File: config.mk
export PLATFORM = sky130hd
export DESIGN_NAME = debounce_sync
export DESIGN_NICKNAME = d
export VERILOG_FILES = /design/src/rtl/debounce_pkg.sv /design/src/rtl/sync2.sv /design/src/rtl/debounce_sync.sv
export SDC_FILE = /design/constraint.sdc
export NUM_CORES = 1
export LEC_CHECK = 0
export ABC_AREA = 1
export CAP_MARGIN = 20
export CORE_AREA = 2 2 39 41
export CTS_BUF_LIST = sky130_fd_sc_hd__clkbuf_8
export CTS_CLUSTER_SIZE = 10
export DETAILED_ROUTE_END_ITERATION = 6
export DIE_AREA = 0 0 41 43
export GPL_TIMING_DRIVEN = 0
export MAX_ROUTING_LAYER = met4
export PLACE_DENSITY_LB_ADDON = 0.3
export SYNTH_ARGS = -nofsm -noshare
export SYNTH_HDL_FRONTEND = slang
export SYNTH_HIERARCHICAL = 1
export SYNTH_SLANG_ARGS = --single-unit
File: constraint.sdc
create_clock -name clk -period 1.3 [get_ports clk]
set_input_delay 0.195 -clock clk [delete_from_list [all_inputs] [get_ports clk]]
set_output_delay 0.195 -clock clk [all_outputs]
set_load 0.005 [all_outputs]
File: src/rtl/debounce_pkg.sv
// Shared types and defaults for the debounce_sync input conditioner.
// Holds the qualification FSM state encoding and the default stability window.
package debounce_pkg;

   typedef enum logic [1:0] {
      STABLE_LOW  = 2'd0,
      PEND_HIGH   = 2'd1,
      STABLE_HIGH = 2'd2,
      PEND_LOW    = 2'd3
   } db_state_t;

   localparam int DB_STABLE_CYCLES_DEFAULT = 4;

endpackage

File: src/rtl/sync2.sv
// Two-flop synchronizer bringing an asynchronous level into the clk domain.
module sync2 (
   input  logic clk,
   input  logic rst,
   input  logic d,
   output logic q
);

   logic s1_q;
   logic s2_q;

   // NOTE: sequential state is assigned with <= so both flops sample the pre-edge values.
   always_ff @(posedge clk or posedge rst) begin
      if (rst) begin
         s1_q <= 1'b0;
         s2_q <= 1'b0;
      end else begin
         s1_q <= d;
         s2_q <= s1_q;
      end
   end

   assign q = s2_q;

endmodule

File: src/rtl/debounce_sync.sv
// Debouncer: synchronizes din, qualifies a new level over STABLE_CYCLES samples.
// Optional registered rise/fall pulses are built when DEBOUNCE_EDGE_PULSE_EN is defined.
module debounce_sync
   import debounce_pkg::*;
#(
   parameter int STABLE_CYCLES = DB_STABLE_CYCLES_DEFAULT,
   parameter int CNT_W         = $clog2(STABLE_CYCLES)
) (
   input  logic clk,
   input  logic rst,
   input  logic din,
   output logic q,
   output logic q_,
   output logic rise,
   output logic fall
);

   localparam logic [CNT_W-1:0] CNT_MAX = CNT_W'(STABLE_CYCLES - 1);

   logic             din_s;
   db_state_t        state_q, state_d;
   logic [CNT_W-1:0] cnt_q, cnt_d;
   logic             q_lvl;

   sync2 u_sync (
      .clk (clk),
      .rst (rst),
      .d   (din),
      .q   (din_s)
   );

   assign q_lvl = (state_q == STABLE_HIGH) || (state_q == PEND_LOW);

   always_comb begin
      // NOTE: every output of this block gets a default first, so no path infers a latch.
      state_d = state_q;
      cnt_d   = cnt_q;
      if (din_s == q_lvl) begin
         cnt_d   = '0;
         state_d = q_lvl ? STABLE_HIGH : STABLE_LOW;
      end else if (cnt_q == CNT_MAX) begin
         cnt_d   = '0;
         state_d = din_s ? STABLE_HIGH : STABLE_LOW;
      end else begin
         cnt_d   = cnt_q + CNT_W'(1);
         state_d = q_lvl ? PEND_LOW : PEND_HIGH;
      end
   end

   always_ff @(posedge clk or posedge rst) begin
      if (rst) begin
         state_q <= STABLE_LOW;
         cnt_q   <= '0;
      end else begin
         state_q <= state_d;
         cnt_q   <= cnt_d;
      end
   end

   assign q  = q_lvl;
   assign q_ = ~q_lvl;

`ifdef DEBOUNCE_EDGE_PULSE_EN
   logic q_next;
   logic rise_q, fall_q;

   // Pulses are registered on the same edge that moves q, so they line up with it.
   assign q_next = (state_d == STABLE_HIGH) || (state_d == PEND_LOW);

   always_ff @(posedge clk or posedge rst) begin
      if (rst) begin
         rise_q <= 1'b0;
         fall_q <= 1'b0;
      end else begin
         rise_q <= ~q_lvl & q_next;
         fall_q <= q_lvl & ~q_next;
      end
   end

   assign rise = rise_q;
   assign fall = fall_q;
`else
   assign rise = 1'b0;
   assign fall = 1'b0;
`endif

endmodule
Word-level counts from Yosys, hierarchy flattened
Cells that the tools add are included.
{"block": "word_totals", "regBits": 6, "output_inout_bits": 4, "in_bits": 3, "wordCells": 18}
{"block": "classes", "addsub": 1, "mux": 7, "eq_ne": 4, "bitwise": 1, "n_reduce_logical": 1}
{"operator": "two-way mux 2 bit", "count": 7}
{"operator": "equality test 2 bit (second input constant)", "count": 3}
{"operator": "adder 2 x 1 -> 2 bit (second input constant)", "count": 1}
{"operator": "equality test 1 bit", "count": 1}
{"operator": "logical OR 1 bit", "count": 1}
{"operator": "NOT 1 bit", "count": 1}

Depth between registers and ports, before layout
Gate-level depths: netlist (run 1).
{"block": "logic_depth", "depth_word": 5, "depth_mapped": 4, "mapped_depth_nobuf": 4}

Modules after synthesis
Netlist (run 1), hierarchy kept.
{"module": "debounce_sync", "seq_area_each_um2": 75.1, "area_per_inst_um2": 158.9, "instances": 1, "cells_each": 20}
{"module": "sync2", "seq_area_each_um2": 50.0, "area_per_inst_um2": 53.8, "instances": 1, "cells_each": 3}

Worst setup path before layout (run 1)
Ideal clock, no wire load.
{"block": "synth_path", "path_type": "register -> register", "from": "register cnt_q[0]", "to": "register cnt_q[0]", "required_time_ns": 1.229, "arrival_ns": 0.850, "stages_incl_launch_ff": 4, "path_slack_ns": 0.378, "setup_ns": 0.071, "n_path_buf": 0, "period_less_slack_ns": 0.922, "cell_sequence": "dfrtp_1 -> ha_1 -> or2_0 -> nor2_1"}
{"block": "synth_between", "elab_chain_len": 3, "word_cells_on_any_way": 4, "classes_between": "add/sub (1); eq/ne (1); mux (2)"}
{"element": "start, declared", "line_no": "debounce_sync.sv:22", "source": "logic [CNT_W-1:0] cnt_q, cnt_d;"}
{"element": "start signal, assigned", "line_no": "debounce_sync.sv:56", "source": "cnt_q <= cnt_d;"}
{"element": "adder 2 x 1 -> 2 bit / equality test 2 bit (equally long branches)", "line_no": "debounce_sync.sv:45, debounce_sync.sv:41"}
{"element": "two-way mux 2 bit (*)", "line_no": "debounce_sync.sv:41", "source": "end else if (cnt_q == CNT_MAX) begin"}
{"element": "two-way mux 2 bit (*)", "line_no": "debounce_sync.sv:38", "source": "if (din_s == q_lvl) begin"}
{"element": "via cnt_d[0]", "line_no": "debounce_sync.sv:22"}
Mark *: on every way through the listed nets, which the timed path passes. The rest lies on a longest branch.

Worst setup path in the final report (run 1)
{"block": "layout_path", "from": "register state_q[1]", "to": "output port q"}
{"block": "layout_between", "elab_chain_len": 2, "word_cells_on_any_way": 3, "classes_between": "eq/ne (2); reduce/logical (1)"}
{"element": "start, declared", "line_no": "debounce_sync.sv:21", "source": "db_state_t state_q, state_d;"}
{"element": "start signal, assigned", "line_no": "debounce_sync.sv:55", "source": "state_q <= state_d;"}
{"element": "equality test 2 bit", "line_no": "debounce_sync.sv:32", "source": "assign q_lvl = (state_q == STABLE_HIGH) || (state_q == PEND_LOW);"}
{"element": "logical OR 1 bit (*)", "line_no": "debounce_sync.sv:32"}
{"element": "end, declared", "line_no": "debounce_sync.sv:12", "source": "output logic q,"}
Every way passes the cells marked *; elsewhere a longest branch is shown, timed or not.

==> run summary, run 1 <==
The reg-to-reg critical path startpoint is cnt_q[0]$_DFF_PP0_. The remaining global-route overflow came out at 0. The met3 wire length came out at 30 microns. The core box area is 0.00138 sq mm. Setup repair after global routing left no endpoint under its margin. During I/O placement, the number of pins put on the boundary was 7.

The arrival time at the worst endpoint is 0.95 ns. The detailed-route via count is 144. The setup slack after placement came out at 0.143 ns. The worst clock skew on the final layout is 0.00230 ns.

The classification of the worst-slack hold path is in -> async. The met1 wire length is 141 microns. The number of fill cells came out at 158.

The number of antenna-violating nets in the routed design came out at 0. The pin count of the biggest net entering global routing came out at 4. The post-route total power came out at 0.647 mW. Traced cell by cell, the critical path runs through clkbuf_1 -> dlygate4sd2_1. The clock share of power came out at 42.7%.

The largest single stage delay on the critical path is 0.39 ns. The detailed-route DRC error count came out at 0. The total length of routed met2 wires came out at 133 microns. The share of Yosys cell area claimed by the top area cell type came out at 58.8%. The internal cell power came out at 0.480 mW. The clock reaches the later pin of the worst-skew pair after 0.22 ns.

Of the available clock period, the critical path in the final layout requires 87.8%. The routed design has 304 microns of wire. The biggest area contributor in the post-synthesis netlist is dfrtp_1.

The global router's overall resource usage is 5.08%. Once routing completed, OpenROAD measured the worst setup slack at 0.158 ns. The largest buffer count on any clock path came out at 2. The run finished with clean final reports. Tracing the worst setup path back leads to its startpoint at state_q[1]$_DFF_PP0_. The slowest stage of the critical path belongs to the cell dfrtp_1.

The number of endpoints failing setup at the final stage is 0. The half-perimeter wire length of the detailed placement result is 244 microns. The number of library cell types mapped by synthesis came out at 10.

The number of buffers added by the clock tree synthesis step is 3. The count of endpoints failing hold in the final timing report came to 0. The number of warnings printed during yosys synthesis came out at 6. The fraction of layout instances using a drive strength above 1 came out at 18.8%. The number of rows in the core area came out at 14. The worst setup path is launched from a flip-flop.

Sequential cells account for 34.5% of the total power. The power density over the cells came out at 2030 mW/mm^2. Static timing analysis puts the maximum clock frequency at 876 MHz. The final layout contains 37 nets. Net switching is 25.7% of the power. The final hold slack came out at 0.166 ns. The area of placed instances came out at 277 sq um. STA classifies the critical path endpoint as a primary output. The placed cell count came out at 44. The signed area change from the synthesized netlist to the final layout is 50.0%. The sequential element share of the synthesized area is 58.8%. The switching power summed over all nets came out at 0.167 mW. In this run, the number of DRC markers left after iteration 0 of detailed routing was 0. The final critical delay including setup and external delays is 1.14 ns. Yosys attributes the largest share of cell area to dfrtp_1 59%, inv_1 8.8%, buf_4 7.1%. The clock root buffer is clkbuf_8. The average routed wire per standard cell came out at 6.33 microns. The number of non-filler instances in the completed layout is 48. The maximum vdd ir drop came out at 0.553 mV. The portion of total power attributed to combinational logic came out at 22.9%. The number of buffers inserted to repair setup after CTS came out at 0. Across the whole layout, storage elements account for 125 sq um. The die extent in y is 43 microns. For this run, the detailed router's first-pass iteration total came to 1. The max-capacitance violation count is 0. The area of the die came out at 0.00176 sq mm. The max-slew violation total from the final report came out at 0. In the final layout, the multi-input gates occupy 53.8 sq um.

The summed area of non-filler cells in the final layout came out at 319 sq um. The critical path data required time came out at 1.11 ns. The top routing layer in use is met3.

The via density per instance came out at 3.00. The number of global-route vias before repair is 136. Counting flops and latches in the post-synthesis netlist gives 5. The port buffer count came out at 4. The initial utilization of the core area, before any placement, comes to 15.4%. 0 antenna diodes ended up in the layout.

The critical path in this run is classified as reg -> out. After clock tree synthesis, the clock-pin slew on the worst setup and hold paths is 0.04 ns. The number of antenna violations at the first check in global routing is 0. A synthesized cell averages 9.25 sq um.

After synthesis the cells add up to 213 sq um. In the final timing run, aggregate negative setup slack is 0 ns. In this run the static leakage power is 0.174 nW.

TritonCTS built the clock tree. The peak fanout along the critical path is 3. Measured on the finished design, the core utilization comes to 23.1%. The clock sink count came out at 5. The post-synthesis cell count came out at 23. The number of buffers and inverters on the critical path is 2. The first global-routing pass estimated 496 microns of wire. The family with the most delay on the worst path is flip-flops. The floorplan die width came out at 41 microns. The H-tree level count is 1.

Routability-driven placement finished with a final weighted congestion of 0.627.
==> path summary, 6_finish.rpt <==
path / to / slack (ns) / cells after the start
min in group clk: u_sync/q$_DFF_PP0_ / 0.35 / 0
setup / recovery: q / 0.16 / 2
setup reg to reg: cnt_q[0]$_DFF_PP0_ / 0.32 / 3
hold reg to reg: u_sync/q$_DFF_PP0_ / 0.35 / 0
max in group asynchronous: cnt_q[1]$_DFF_PP0_ / 0.99 / 2
hold / removal: u_sync/q$_DFF_PP0_ / 0.17 / 2
==> worst reg2reg max path: cells and delay by family, from the launching register on <==
family,cells,cell delay (ns)
fa+ha+maj,1,0.22
simple gates,2,0.32
flops,1,0.37
==> kinds of logic after synthesis <==
family	share of synthesized area, %
adders and majority gates	5.88
other	1.76
AOI/OAI and AO/OA	2.35
DFF	58.8
and+or+nand+nor	13.5
buffers and inverters	17.6
==> registers in the layout, indices dropped and copies added (netlist names) <==
| register | cells |
|---|---|
| cnt_q | 2 |
| state_q | 1 |
| u_sync/s1_q | 1 |
| u_sync/q | 1 |
==> layout by cell type, fill, tap and decap left out <==
| cell type | instances |
|---|---|
| nor2_1 | 2 |
| ha_1 | 1 |
| dlygate4sd2_1 | 2 |
| nand2_1 | 4 |
| clkbuf_1 | 1 |
| buf_4 | 2 |
| clkbuf_8 | 3 |
| inv_2 | 1 |
| or2_0 | 1 |
| dfrtp_1 | 5 |
| o21ai_0 | 1 |
| clkdlybuf4s50_1 | 2 |
| conb_1 | 2 |
| inv_1 | 5 |
==> area by class of cell <==
cell class	count	share of cell area, %
repair buffers	4	11.8
flip-flops and latches	5	39.2
clock inverters	1	1.18
clock buffers	3	12.9
well taps	16	6.27
plain buffers	3	5.88
multi-input cells	11	16.9
inverters	5	5.88
==> cells in the mapped netlist <==
cell type / instances
dfrtp_1: 5
inv_1: 5
nand2_1: 4
buf_4: 2
nor2_1: 2
clkbuf_1: 1
conb_1: 1
ha_1: 1
o21ai_0: 1
or2_0: 1
==> layer usage <==
metal	vias to the layer above	track usage (%)
li1	77	-
met1	61	4.62
met2	6	5.31
met3	0	4.71
met4	0	6.00
met5	-	-
==> power by group through the flow <==
stage,logic [mW],registers (mW),clock network (mW)
CTS,0.155,0.224,0.287
global placement,0.169,0.222,0
finish,0.148,0.223,0.276
global route,0.176,0.230,0.302
floorplan,0.0969,0.218,0
detailed placement,0.173,0.223,0
==> repair_timing <==
item,in CTS,in global routing
hold buffers,0,0
endpoints found under the setup margin,2,0
endpoints found under the hold margin,0,0
resized for setup,3,0
Note: power is estimated with default switching activity, not from simulation.
==> run 2: changes to the inputs <==
REMOVE_ABC_BUFFERS = 1   (was unset)
SLEW_MARGIN = 20   (was unset)
==> run summary, run 2 (synthesized netlist as in run 1, its figures left out) <==
The flow ran to the end, and the final reports show no timing, DRC or antenna violations. The critical path data required time came out at 1.11 ns. The worst clock skew on the final layout is 0.00196 ns. The worst register-to-register path begins at cnt_q[0]$_DFF_PP0_. The start-to-end type of the worst setup path is reg -> out. The number of buffers inserted to repair setup after CTS is 0.

The die extent in y is 43 microns. The clock latency reported for the late side of the worst-skew pair came out at 0.22 ns. After the last flow step, the layout net total stands at 34. The max-slew violation total from the final report is 0. The repair_antennas step left the layout with diodes totalling 0. For the worst setup path, the data arrival time is 0.92 ns. The maximum vdd ir drop came out at 0.629 mV. The proportion of total power due to net switching came out at 25.8%. The number of antenna-violating nets in the routed design is 0. The post-route clock period utilization is 85.7%.

The tool flagged a number of max-cap violations equal to 0. The worst reg-to-reg path cell count came out at 3. The multi-input gate area in the final layout is 53.8 sq um. The clock network accounts for 43.2% of the total power. Of the total power, combinational logic draws 22.5%. After global routing the overflow that remains totals 0.

The wire length of the first global-routing pass is 572 microns. The H-tree level count is 1. Setup repair after global routing left no endpoint under its margin. The largest buffer count on any clock path is 2. The number of DRC markers after the initial detailed-route iteration is 1.

The number of buffers added by the clock tree synthesis step is 3. Counting the fill cells in the layout gives 149. The floorplan die width came out at 41 microns.

The HPWL after detailed placement is 245 microns. Setup violations remaining at the end of the flow were counted as 0. The critical path's largest stage delay came out at 0.38 ns. For this design, the slowest cell found on the critical path is dfrtp_1. Sequential cells burn 34.3% of the power. The setup TNS after final layout is 0 ns. The detailed-route via count is 134.

The pin count of the biggest net entering global routing is 4. The port buffer count came out at 4. The initial core utilization is 15.4%. The flip-flop count of the largest register, all copies and words added is 2. The clock-pin slew on the worst setup and hold paths came out at 0.03 ns. Summing all non-filler instances in the final layout gives an area of 304 sq um. In this design, the largest share of critical-path delay is due to flip-flops.

The via density per instance came out at 2.98. The maximum clock rate is 898 MHz. The area growth from synthesis to layout is 42.9%. The endpoint of the lowest-slack register-to-register path is cnt_q[0]$_DFF_PP0_. For this design, the CTS-stage hold fixing added 0 buffers. In this run the core area contains 14 standard-cell rows. The path class of the tightest hold or removal check is in -> async. During I/O placement, the number of pins put on the boundary was 7. The number of search-and-repair iterations in the first detailed-routing pass came out at 2. The register with the most flip-flops in the final layout is cnt_q.

The die covers 0.00176 sq mm. In this run the power spent charging and discharging nets is 0.166 mW. The final critical delay including setup and external delays is 1.11 ns. On the final layout, the worst hold slack is 0.148 ns. Across the whole layout, storage elements account for 125 sq um.

The weighted congestion at the end of routability-driven global placement came out at 0.568. The clock root buffer is clkbuf_8. The number of global-route vias before repair came out at 133.

The total leakage power is 0.173 nW. The peak fanout along the critical path is 3. The core box area is 0.00138 sq mm. The area of placed instances is 258 sq um. The count of endpoints failing hold in the final timing report is 0. Clock tree synthesis found a total of 5 sinks.

Internal power comes to 0.477 mW. TritonCTS built the clock tree. The global router's overall resource usage is 6.01%.

In the final routed layout, each cell accounts on average for 7.49 microns. The detailed-route DRC error count came out at 0. The worst setup path is launched from a flip-flop. The library cells used most frequently in the layout, excluding fill and tap cells, are 6 x inv_1, 5 x dfrtp_1, 4 x nand2_1. The number of antenna violations at the first check in global routing came out at 0. Summed over all layers, the routed wires come to 337 microns. The power density over the cells is 2120 mW/mm^2. The signal on the critical path passes through inv_1 -> dlygate4sd2_1. The kind of capture point of the worst setup path is a primary output. Counting both buffers and inverters, the worst setup path holds a total of 2. Of the cells placed in the final design, the portion with a size suffix greater than 1 is 10.3%. The slack of the worst reg-to-reg path is 0.31 ns. The most frequent standard cell in the layout excluding fill and tap cells is inv_1.
==> run 2: repair_timing <==
action                     in CTS  in global routing
resized for setup               1                  1
setup endpoints to repair       1                  1
gates cloned                    0                  0
==> run 2: metrics by stage <==
stage               power [mW]  setup WS [ns]  instances  utilization (%)
floorplan                0.303          0.378         21                -
global placement         0.370          0.157         41             18.6
detailed placement       0.383          0.150         41             18.6
CTS                      0.662         0.0214         45             21.8
global route             0.700          0.120         45             22.0
finish                   0.643          0.186         45             22.0
==> run 2: cell type report <==
class                      instances  share of cell area (%)
clock buffer                       3                    13.6
inverter                           5                    6.17
timing repair buffer               4                    13.6
multi-input combinational         11                    17.7
tap                               16                    6.58
sequential                         5                    41.2
clock inverter                     1                    1.23
==> run 2: power groups by stage <==
stage | Combinational [mW] | Clock (mW) | Sequential (mW)
floorplan | 0.0820 | 0 | 0.221
global placement | 0.150 | 0 | 0.220
detailed placement | 0.160 | 0 | 0.223
CTS | 0.153 | 0.288 | 0.221
global route | 0.175 | 0.298 | 0.227
finish | 0.145 | 0.278 | 0.221
==> run 2: worst max path at each step <==
stage,start,cells past startpoint,to
final,state_q[1]$_DFF_PP0_,2,q_
after global routing,state_q[1]$_DFF_PP0_,2,q_
after CTS,state_q[1]$_DFF_PP0_,1,q
after detailed placement,state_q[1]$_DFF_PP0_,2,q_
after global placement,state_q[1]$_DFF_PP0_,2,q_
after floorplan,cnt_q[0]$_DFF_PP0_,3,cnt_q[0]$_DFF_PP0_
==> run 2: routing by layer <==
layer	global-route usage [%]	vias to the layer above	share of wire (%)
li1	-	71	-
met1	5.92	56	39
met2	5.94	7	46
met3	6.28	0	15
met4	6.00	0	0
met5	-	-	0
==> run 2: worst register-to-register path, stage by stage, from the launching register on <==
cell and delay, ns:
dfrtp_1 0.37, ha_1 0.22, or2_0 0.22, nor2_1 0.11
